## src/rtl/ahb_mtx_input_stage_hold.sv

```systemverilog
// AHB matrix input stage: captures each master address phase and holds it, stalling the
// master, until the output arbiters accept it; passes data-phase ready/response back.
module ahb_mtx_input_stage_hold #(
  parameter int ADDR_W = 32
) (
  input  logic              HCLK,
  input  logic              HRESETn,
  input  logic              HSELS,
  input  logic [ADDR_W-1:0] HADDRS,
  input  logic [1:0]        HTRANSS,
  input  logic              HWRITES,
  input  logic [2:0]        HSIZES,
  input  logic [2:0]        HBURSTS,
  input  logic [3:0]        HPROTS,
  input  logic              HMASTLOCKS,
  input  logic              HREADYS,
  input  logic              addr_accept,
  input  logic              readyout_dec,
  input  logic              resp_dec,
  output logic              req_in,
  output logic              held_tran,
  output logic              sel_in,
  output logic [ADDR_W-1:0] addr_in,
  output logic [1:0]        trans_in,
  output logic              write_in,
  output logic [2:0]        size_in,
  output logic [2:0]        burst_in,
  output logic [3:0]        prot_in,
  output logic              master_lock_in,
  output logic              HREADYOUTS,
  output logic              HRESPS
);

  typedef enum logic [1:0] {
    ST_IDLE = 2'd0,
    ST_HOLD = 2'd1,
    ST_DATA = 2'd2
  } state_t;

  state_t              state_q, state_d;
  logic                sel_q, sel_d;
  logic [ADDR_W-1:0]   addr_q, addr_d;
  logic [1:0]          trans_q, trans_d;
  logic                write_q, write_d;
  logic [2:0]          size_q, size_d;
  logic [2:0]          burst_q, burst_d;
  logic [3:0]          prot_q, prot_d;
  logic                lock_q, lock_d;
  logic                trans_req;

  // Only NONSEQ/SEQ with the bus ready start a new transfer.
  assign trans_req = HSELS & HTRANSS[1] & HREADYS;

  always_comb begin
    state_d = state_q;
    case (state_q)
      ST_IDLE: begin
        if (trans_req) state_d = addr_accept ? ST_DATA : ST_HOLD;
      end
      ST_HOLD: begin
        if (addr_accept) state_d = ST_DATA;
      end
      ST_DATA: begin
        if (readyout_dec) begin
          if (trans_req) state_d = addr_accept ? ST_DATA : ST_HOLD;
          else           state_d = ST_IDLE;
        end
      end
      default: state_d = ST_IDLE;
    endcase
  end

  // Holding registers track the bus whenever HREADY is high, so the entry cycle into
  // HOLD captures the new address phase rather than a stale one.
  always_comb begin
    sel_d   = sel_q;
    addr_d  = addr_q;
    trans_d = trans_q;
    write_d = write_q;
    size_d  = size_q;
    burst_d = burst_q;
    prot_d  = prot_q;
    lock_d  = lock_q;
    if (HREADYS) begin
      sel_d   = HSELS;
      addr_d  = HADDRS;
      trans_d = HTRANSS;
      write_d = HWRITES;
      size_d  = HSIZES;
      burst_d = HBURSTS;
      prot_d  = HPROTS;
      lock_d  = HMASTLOCKS;
    end
  end

  always_ff @(posedge HCLK or negedge HRESETn) begin
    if (!HRESETn) begin
      state_q <= ST_IDLE;
      sel_q   <= 1'b0;
      addr_q  <= '0;
      trans_q <= 2'b00;
      write_q <= 1'b0;
      size_q  <= 3'b000;
      burst_q <= 3'b000;
      prot_q  <= 4'b0000;
      lock_q  <= 1'b0;
    end else begin
      state_q <= state_d;
      sel_q   <= sel_d;
      addr_q  <= addr_d;
      trans_q <= trans_d;
      write_q <= write_d;
      size_q  <= size_d;
      burst_q <= burst_d;
      prot_q  <= prot_d;
      lock_q  <= lock_d;
    end
  end

  assign held_tran = (state_q == ST_HOLD);
  assign req_in    = held_tran | trans_req;

  // Combinational mux keeps first-cycle acceptance at zero added latency.
  assign sel_in         = held_tran ? sel_q   : HSELS;
  assign addr_in        = held_tran ? addr_q  : HADDRS;
  assign trans_in       = held_tran ? trans_q : HTRANSS;
  assign write_in       = held_tran ? write_q : HWRITES;
  assign size_in        = held_tran ? size_q  : HSIZES;
  assign burst_in       = held_tran ? burst_q : HBURSTS;
  assign prot_in        = held_tran ? prot_q  : HPROTS;
  assign master_lock_in = held_tran ? lock_q  : HMASTLOCKS;

  always_comb begin
    HREADYOUTS = 1'b1;
    HRESPS     = 1'b0;
    case (state_q)
      ST_HOLD: HREADYOUTS = 1'b0;
      ST_DATA: begin
        HREADYOUTS = readyout_dec;
        HRESPS     = resp_dec;
      end
      default: begin
        HREADYOUTS = 1'b1;
        HRESPS     = 1'b0;
      end
    endcase
  end

endmodule
```

## config.mk

```make
export PLATFORM = sky130hd
export DESIGN_NAME = ahb_mtx_input_stage_hold
export DESIGN_NICKNAME = d
export VERILOG_FILES = /design/src/rtl/ahb_mtx_input_stage_hold.sv
export SDC_FILE = /design/constraint.sdc
export NUM_CORES = 1
export LEC_CHECK = 0
export CAP_MARGIN = 20
export CORE_MARGIN = 3
export CORE_UTILIZATION = 38
export CTS_CLUSTER_DIAMETER = 150
export DETAILED_ROUTE_END_ITERATION = 10
export PLACE_DENSITY = 0.76
export SLEW_MARGIN = 15
export SYNTH_ARGS = -nofsm -noshare
export SYNTH_HDL_FRONTEND = slang
export SYNTH_SLANG_ARGS = --single-unit
```

## constraint.sdc

```tcl
create_clock -name HCLK -period 1.1 [get_ports HCLK]
set_input_delay 0.11 -clock HCLK [delete_from_list [all_inputs] [get_ports HCLK]]
set_output_delay 0.11 -clock HCLK [all_outputs]
set_load 0.03 [all_outputs]
```

# Word level (Yosys, flattened, before mapping)
# Index checks and enable logic that the tools add are counted.
# W data, S select, Z words.
totals:
  out_inout_bits: 51
  input_bits: 53
  reg_bits: 49
  elab_cells: 35
op_classes:
  n_mux: 16
  bitwise_logic: 3
  n_eq_ne: 5
  reduce_logical: 2
op_table:
  columns: ["operator", "n"]
  rows:
  - ["$mux W32", 1]
  - ["$mux W2", 6]
  - ["$mux W3", 2]
  - ["$ne A2 B2 Y1 const B", 3]
  - ["$pmux W2 S3", 1]
  - ["$mux W1", 4]
  - ["$mux W4", 1]
  - ["$reduce_and A3 Y1", 1]
  - ["$and A1 B1 Y1", 2]
  - ["$eq A2 B1 Y1 const B", 1]
  - ["$eq A2 B2 Y1 const B", 1]
  - ["$logic_not A2 Y1", 1]
  - ["$pmux W1 S2", 1]
  - ["$or A1 B1 Y1", 1]

# Logic depth before layout (Yosys ltp)
# Gate-level depths: netlist of the first run.
logic_depth:
  depth_word: 5
  depth_mapped: 4
  depth_no_buf: 3

# Worst setup path after synthesis of the first run
# Ideal clock, no wire load.
synth_timing:
  kind: "reg-to-output"
  startpoint: "register state_q[0]"
  endpoint: "output HREADYOUTS"
  n_path_buf: 1
  arrival_time_ns: 1.248
  path_slack_ns: -0.258
  stages_incl_launch_ff: 5
  required_ns: 0.990
  path_cell_list: "dfrtp_1 -> nand2b_2 -> buf_6 -> inv_1 -> nor2_1"
synth_via:
  elab_chain_cells: 2
synth_rtl:
  columns: ["item", "line_no", "source"]
  rows:
  - ["start: declaration", "40", "state_t state_q, state_d;"]
  - ["start signal: assignment", "108", "state_q <= state_d;"]
  - ["$eq A2 B1 Y1", null, null]
  - ["named net held_tran", "21", "output logic held_tran,"]
  - ["$pmux W1 S2", "136", "case (state_q)"]
  - ["end: declaration", "30", "output logic HREADYOUTS,"]
# The timed path passes the listed nets, and every way through them passes these cells.

# Worst setup path in the final report of the first run
layout_timing:
  startpoint: "register state_q[1]"
  endpoint: "output addr_in[20]"
layout_via:
  elab_chain_cells: 2
layout_rtl:
  columns: ["item", "line_no", "source"]
  rows:
  - ["$eq A2 B1 Y1", "120", "assign held_tran = (state_q == ST_HOLD);"]
  - ["$mux W32", "125", "assign addr_in = held_tran ? addr_q : HADDRS;"]
  - ["end: declaration", "23", "output logic [ADDR_W-1:0] addr_in,"]
# Every way passes these cells.

==> impl_metrics.py, run 1 <==
metrics = {
    "finish": {
        "fin_cells": 365,
        "layout_commonest_cell": "mux2_2",
        "nets": 342,
        "seqCellArea_mm2": 0.001226,
        "multi_input_area_mm2": 0.001270,
        "fill_cells": 484,
        "fin_area_mm2": 0.003973,
        "final_cell_mix": "mux2_2 (69), clkdlybuf4s50_1 (50), dfrtp_1 (49), buf_6 (33), mux2_4 (25)",
        "areaGrowthSynthToFinish_pct": 61.25,
        "num_antenna_cells": 0,
        "drive_above_1_share": 0.6379,
    },
    "power_and_ir_drop": {
        "fin_total_pwr_mw": 4.627,
        "power_frac_comb": 0.337,
        "p_int_mw": 3.280,
        "clock_power_share": 0.217,
        "power.density_mw_per_mm2": 1165,
        "ir_drop_v": 0.0006628,
        "leakage_nw": 1.827,
        "swShare": 0.2911,
        "seqPwrFrac": 0.446,
        "p_sw_mw": 1.347,
    },
    "clocking": {
        "cts_root_buf": "clkbuf_8",
        "numCtsBuffers": 5,
        "cts_tree": "yes",
        "cts_max_level": 2,
        "cts_buffer_depth": 2,
        "clk_pin_slew_ns": 0.09,
        "cts_sinks": 49,
        "insertion_delay_ns": 0.29,
    },
    "outcome": {
        "status": "finished with violations",
        "violations": "setup timing",
    },
    "critical_path": {
        "cpPeakStageDelay_ns": 0.39,
        "cp-start-kind": "register",
        "cp.arrival_ns": 1.61,
        "critical_path.cell_chain": "nand2b_4, buf_12, buf_16, mux2_4, buf_6",
        "cp_data_required_time_ns": 0.99,
        "end_kind": "output pin",
        "crit_path_max_fanout": 6,
        "slowest_stage": "dfrtp_1",
        "crit_type": "reg -> out",
    },
    "floorplanning": {
        "rows": 28,
        "pin_count": 104,
        "die_x_um": 86.52,
        "core-area_mm2": 0.006096,
        "die_h_um": 86.52,
        "die_area_mm2": 0.007486,
        "initial_core_util": 0.4041,
    },
    "logic_synthesis": {
        "syn_area_per_cell_um2": 14.84,
        "yosysWarnings": 0,
        "synth_fp_nets": 219,
        "syn_inst": 166,
        "ys_types": 17,
        "ys_seq_area_frac": 0.4977,
        "synth_top_area_share": 0.4977,
        "ys_ff_latch": 49,
        "synth.area.top_cells": "dfrtp_1 (50%), mux2_2 (39%), mux2_4 (5.5%), buf_2 (1.4%), buf_6 (0.91%)",
        "netlist_area_mm2": 0.002464,
        "netlist.top_cell.by_area": "dfrtp_1",
    },
    "timing": {
        "drv_slew": 0,
        "layout_setup_ws_ns": -0.6211,
        "skew_ns": 0.002265,
        "timing.hold.ws_ns": 0.1882,
        "rsz0062_at_grt": "yes",
        "fin_crit_sh": 1.565,
        "worstMarginPinSlew_ns": 0.2638,
        "setup_violations": 53,
        "maxSlewHeadroom": 0.8241,
        "period_minus_slack_ns": 1.721,
        "hold_viol": 0,
        "fmax_mhz": 581.0,
    },
    "route": {
        "firstDrtPassIters": 4,
        "postRouteWirelength_um": 5595,
        "top_layer_used": "met4",
        "vias": 1780,
        "drt_iter0_markers": 58,
        "wl_met2_um": 2685,
        "met3_length_um": 593,
        "drc": 0,
        "wl_per_cell_um": 15.33,
        "vias_per_cell": 4.877,
        "ant_nets": 0,
        "wl_met1_um": 2287,
    },
    "global_routing": {
        "grt_pass1_wl_um": 9294,
        "grt_pass1_vias": 1917,
        "antenna_found_initial": 0,
        "overflow": 0,
        "grtUsageTotal": 0.1569,
        "grt_max_degree": 50,
    },
    "placed_design": {
        "gp_congestion": 0.7142,
        "dp_cells": 348,
        "placed_area_mm2": 0.003729,
        "place_ws_ns": -0.6740,
        "hpwl_um": 3921,
        "port-buffer-count": 103,
    },
    "flow_run": {
        "max_cap_viol_count": 0,
    },
    "hold_path": {
        "min_path_type": "in -> reg",
    },
}
kinds of logic (layout without fill, tap and decap cells):
family          Yosys count  in the layout  share of synthesized area
simple gates              9              9                    0.02184
compound gates            2              2                   0.007619
buf+inv                  12            136                    0.02946
flops                    49             49                     0.4977
mux                      94             94                     0.4434
registers in the layout, summed over array words and instances, names as in the netlist:
name / count
trans_q: 2
write_q: 1
state_q: 2
lock_q: 1
size_q: 3
sel_q: 1
prot_q: 4
addr_q: 32
burst_q: 3
power groups by stage:
stage / Clock, mW / Combinational [mW] / Sequential (mW)
global route: 1.14 / 1.65 / 2.09
global placement: 0 / 1.47 / 2.09
detailed placement: 0 / 1.48 / 2.10
finish: 1.00 / 1.56 / 2.06
floorplan: 0 / 0.835 / 2.08
CTS: 1.06 / 1.60 / 2.07
synthesized netlist by cell type (all sizes together):
cell type,count
nand2b,2
nand3,1
and3,2
inv,2
a221o,1
nand2,1
dfrtp,49
nor2,1
nor3b,1
mux2,94
buf,10
nor2b,1
a221oi,1
path summary, 6_finish.rpt:
kind	start	to	slack [ns]	depth (start not counted)
max	state_q[1]$_DFFE_PN0P_	addr_in[20]	-0.62	5
max in group asynchronous	HRESETn	prot_q[3]$_DFFE_PN0P_	0.55	3
min in group asynchronous	HRESETn	size_q[0]$_DFFE_PN0P_	0.33	3
min	HREADYS	sel_q$_DFFE_PN0P_	0.19	2
max reg2reg	state_q[0]$_DFFE_PN0P_	state_q[1]$_DFFE_PN0P_	-0.39	7
min reg2reg	addr_q[6]$_DFFE_PN0P_	addr_q[6]$_DFFE_PN0P_	0.51	1
worst max-delay path: cells and delay by family (launching register included):
kind / cells / cell delay, ns
buffers and inverters: 3 / 0.43
flip-flops: 1 / 0.39
multiplexers: 1 / 0.30
AND/OR/NAND/NOR: 1 / 0.20
layer usage:
layer | vias up | GRT usage
met5 | - | 0
met4 | 0 | 0.03824
met3 | 4 | 0.06654
met2 | 64 | 0.2517
met1 | 869 | 0.1962
li1 | 843 | -
repair_timing:
| action | 4_1_cts | 5_1_grt |
|---|---|---|
| setup buffers | 5 | 2 |
| hold buffers | 1 | 0 |
| setup endpoints to repair | 52 | 53 |
| cloned | 2 | 0 |
| resized for setup | 252 | 41 |
| hold endpoints to repair | 49 | 0 |
| pin swaps | 3 | 2 |
layout make-up:
type	instances	area share
inverter	2	0.003780
clock buffer	6	0.01827
sequential	49	0.3087
timing repair buffer	126	0.3235
multi-input combinational	105	0.3197
tap	75	0.02362
clock inverter	2	0.002520
per-stage QoR:
stage | setup TNS (ns) | util
final | -28.53 | 0.6517
after floorplan | -6.915 | -
after CTS | -30.58 | 0.6658
after global placement | -28.02 | 0.6117
after global routing | -32.59 | 0.6517
after detailed placement | -28.72 | 0.6117
Note: power is estimated with default switching activity, not from simulation.
==> run 2, diff against run 1 <==
--- a/config.mk
+++ b/config.mk
@@ -12,4 +12,5 @@
 export DETAILED_ROUTE_END_ITERATION = 10
 export PLACE_DENSITY = 0.76
+export RECOVER_POWER = 25
 export SLEW_MARGIN = 15
 export SYNTH_ARGS = -nofsm -noshare
==> constraint.sdc (replaced) <==
create_clock -name HCLK -period 1.1 [get_ports HCLK]
set_input_delay 0.11 -clock HCLK [delete_from_list [all_inputs] [get_ports HCLK]]
set_output_delay 0.11 -clock HCLK [all_outputs]
set_load 0.02 [all_outputs]
==> run 2 against run 1 <==
Against the previous run:
- the run still ends with setup timing left
- final area up 0.28%
- non-clock buffer count up 5
- critical path type unchanged
- setup slack worse by 0.0025 ns
- count of clock-buffer cells in the layout up 2
- sequential cell count unchanged
- register-to-register slack better by 0.05 ns
- worst hold slack better by 0.066 ns
- die area unchanged
- power down 2.8%
==> impl_metrics.py, run 2 (synthesis results as in run 1) <==
metrics = {
    "global_routing": {
        "grtUsageTotal": 0.1521,
        "overflow": 0,
        "grt_pass1_vias": 1830,
        "grt_pass1_wl_um": 9073,
        "grt_max_degree": 50,
        "antenna_found_initial": 0,
    },
    "finish": {
        "fin_area_mm2": 0.003984,
        "final_cell_mix": "mux2_2 (74), clkdlybuf4s50_1 (50), dfrtp_1 (49), buf_6 (37)",
        "largest_reg_flops": 32,
        "fin_cells": 370,
        "areaGrowthSynthToFinish_pct": 61.71,
        "drive_above_1_share": 0.6373,
        "nets": 347,
        "fill_cells": 479,
        "layout_commonest_cell": "mux2_2",
        "reg_top3": "addr_q x32, prot_q x4",
        "num_antenna_cells": 0,
        "largest-register": "addr_q",
        "multi_input_area_mm2": 0.001251,
        "seqCellArea_mm2": 0.001226,
    },
    "flow_run": {
        "max_cap_viol_count": 0,
    },
    "clocking": {
        "cts_buffer_depth": 2,
        "clk_pin_slew_ns": 0.08,
        "cts_sinks": 49,
        "cts_root_buf": "clkbuf_8",
        "cts_tree": "yes",
        "numCtsBuffers": 5,
        "cts_max_level": 2,
        "insertion_delay_ns": 0.29,
    },
    "placed_design": {
        "placed_area_mm2": 0.003739,
        "hpwl_um": 4000,
        "port-buffer-count": 103,
        "place_ws_ns": -0.6153,
        "gp_congestion": 0.7451,
        "dp_cells": 350,
    },
    "critical_path": {
        "endpoint": "size_in[0]",
        "cp-start-kind": "register",
        "crit_type": "reg -> out",
        "cp.arrival_ns": 1.61,
        "crit_path_max_fanout": 6,
        "regToRegSetupSlack_ns": -0.34,
        "reg2reg_from": "state_q[0]$_DFFE_PN0P_",
        "r2r-end": "state_q[1]$_DFFE_PN0P_",
        "startpoint": "state_q[1]$_DFFE_PN0P_",
        "end_kind": "output pin",
        "reg2regPathDepth": 6,
        "cp_data_required_time_ns": 0.99,
    },
    "floorplanning": {
        "pin_count": 104,
        "die_h_um": 86.52,
        "core-area_mm2": 0.006096,
        "die_area_mm2": 0.007486,
        "rows": 28,
        "initial_core_util": 0.4041,
        "die_x_um": 86.52,
    },
    "power_and_ir_drop": {
        "swShare": 0.2698,
        "p_int_mw": 3.285,
        "power_frac_comb": 0.318,
        "p_sw_mw": 1.214,
        "seqPwrFrac": 0.459,
        "leakage_nw": 1.818,
        "clock_power_share": 0.224,
        "power.density_mw_per_mm2": 1129,
        "ir_drop_v": 0.0006051,
    },
    "timing": {
        "worstMarginPinSlew_ns": 0.6532,
        "period_minus_slack_ns": 1.724,
        "layout_setup_ws_ns": -0.6236,
        "hold_viol": 0,
        "rsz0062_at_grt": "yes",
        "drv_slew": 0,
        "fin_crit_sh": 1.567,
        "setup_violations": 53,
        "maxSlewHeadroom": 0.5646,
        "skew_ns": 0.003564,
        "tns_ns": -28.28,
        "fmax_mhz": 580.2,
    },
    "route": {
        "ant_nets": 0,
        "wl_per_cell_um": 15.45,
        "firstDrtPassIters": 4,
        "drt_iter0_markers": 47,
        "vias_per_cell": 4.843,
        "drc": 0,
        "vias": 1792,
        "postRouteWirelength_um": 5718,
    },
    "outcome": {
        "status": "finished with violations",
        "violations": "setup timing",
    },
    "hold_path": {
        "hold_start": "HREADYS",
        "min_path_type": "in -> reg",
    },
}
-- run 2: area by class of cell --
class,count,area share
repair buffers,131,0.3307
well taps,75,0.02356
multi-input cells,105,0.3141
inverters,2,0.003769
flip-flops and latches,49,0.3078
clock buffers,8,0.02010
-- run 2: layer usage --
metal	global-route usage	routed length, um	part of all wire	up-vias
li1	-	-	-	858
met1	0.2018	2487	0.43	853
met2	0.2413	2681	0.47	73
met3	0.05513	490	0.086	8
met4	0.02975	59	0.010	0
met5	0	0	0	-
-- run 2: power groups by stage --
stage               Combinational (mW)  Clock (mW)  Sequential, mW
floorplan                        0.682           0            2.08
global placement                  1.34           0            2.09
detailed placement                1.35           0            2.10
CTS                               1.27        1.06            2.06
global route                      1.52        1.16            2.09
finish                            1.43        1.01            2.06
-- run 2: repair_timing --
item	in CTS	in global routing
gates cloned	0	2
resized for setup	224	76
setup buffers	7	3
hold buffers	1	0
hold endpoints to repair	49	0
endpoints found under the setup margin	53	53
pin swaps	1	3
-- run 2: metrics by stage --
stage,power (mW),util,hold WS [ns]
floorplan,2.757,-,-0.1856
global placement,3.432,0.6133,0.1238
detailed placement,3.451,0.6133,0.1217
CTS,4.386,0.6063,0.2117
global route,4.778,0.6535,0.2392
finish,4.499,0.6535,0.2539
-- run 2: critical path: stages (launching register included) --
cell and delay, ns:
dfrtp_1 0.38, nand2b_4 0.22, buf_12 0.17, buf_8 0.12, mux2_4 0.29, buf_6 0.13
-- run 2: worst min path at each step --
| stage | depth (start not counted) | slack, ns | end |
|---|---|---|---|
| final | 4 | 0.25 | state_q[0]$_DFFE_PN0P_ |
| after global placement | 2 | 0.12 | addr_q[6]$_DFFE_PN0P_ |
| after global routing | 4 | 0.24 | state_q[0]$_DFFE_PN0P_ |
| after detailed placement | 2 | 0.12 | addr_q[6]$_DFFE_PN0P_ |
| after floorplan | 0 | -0.19 | addr_q[0]$_DFFE_PN0P_ |
| after CTS | 4 | 0.21 | state_q[0]$_DFFE_PN0P_ |
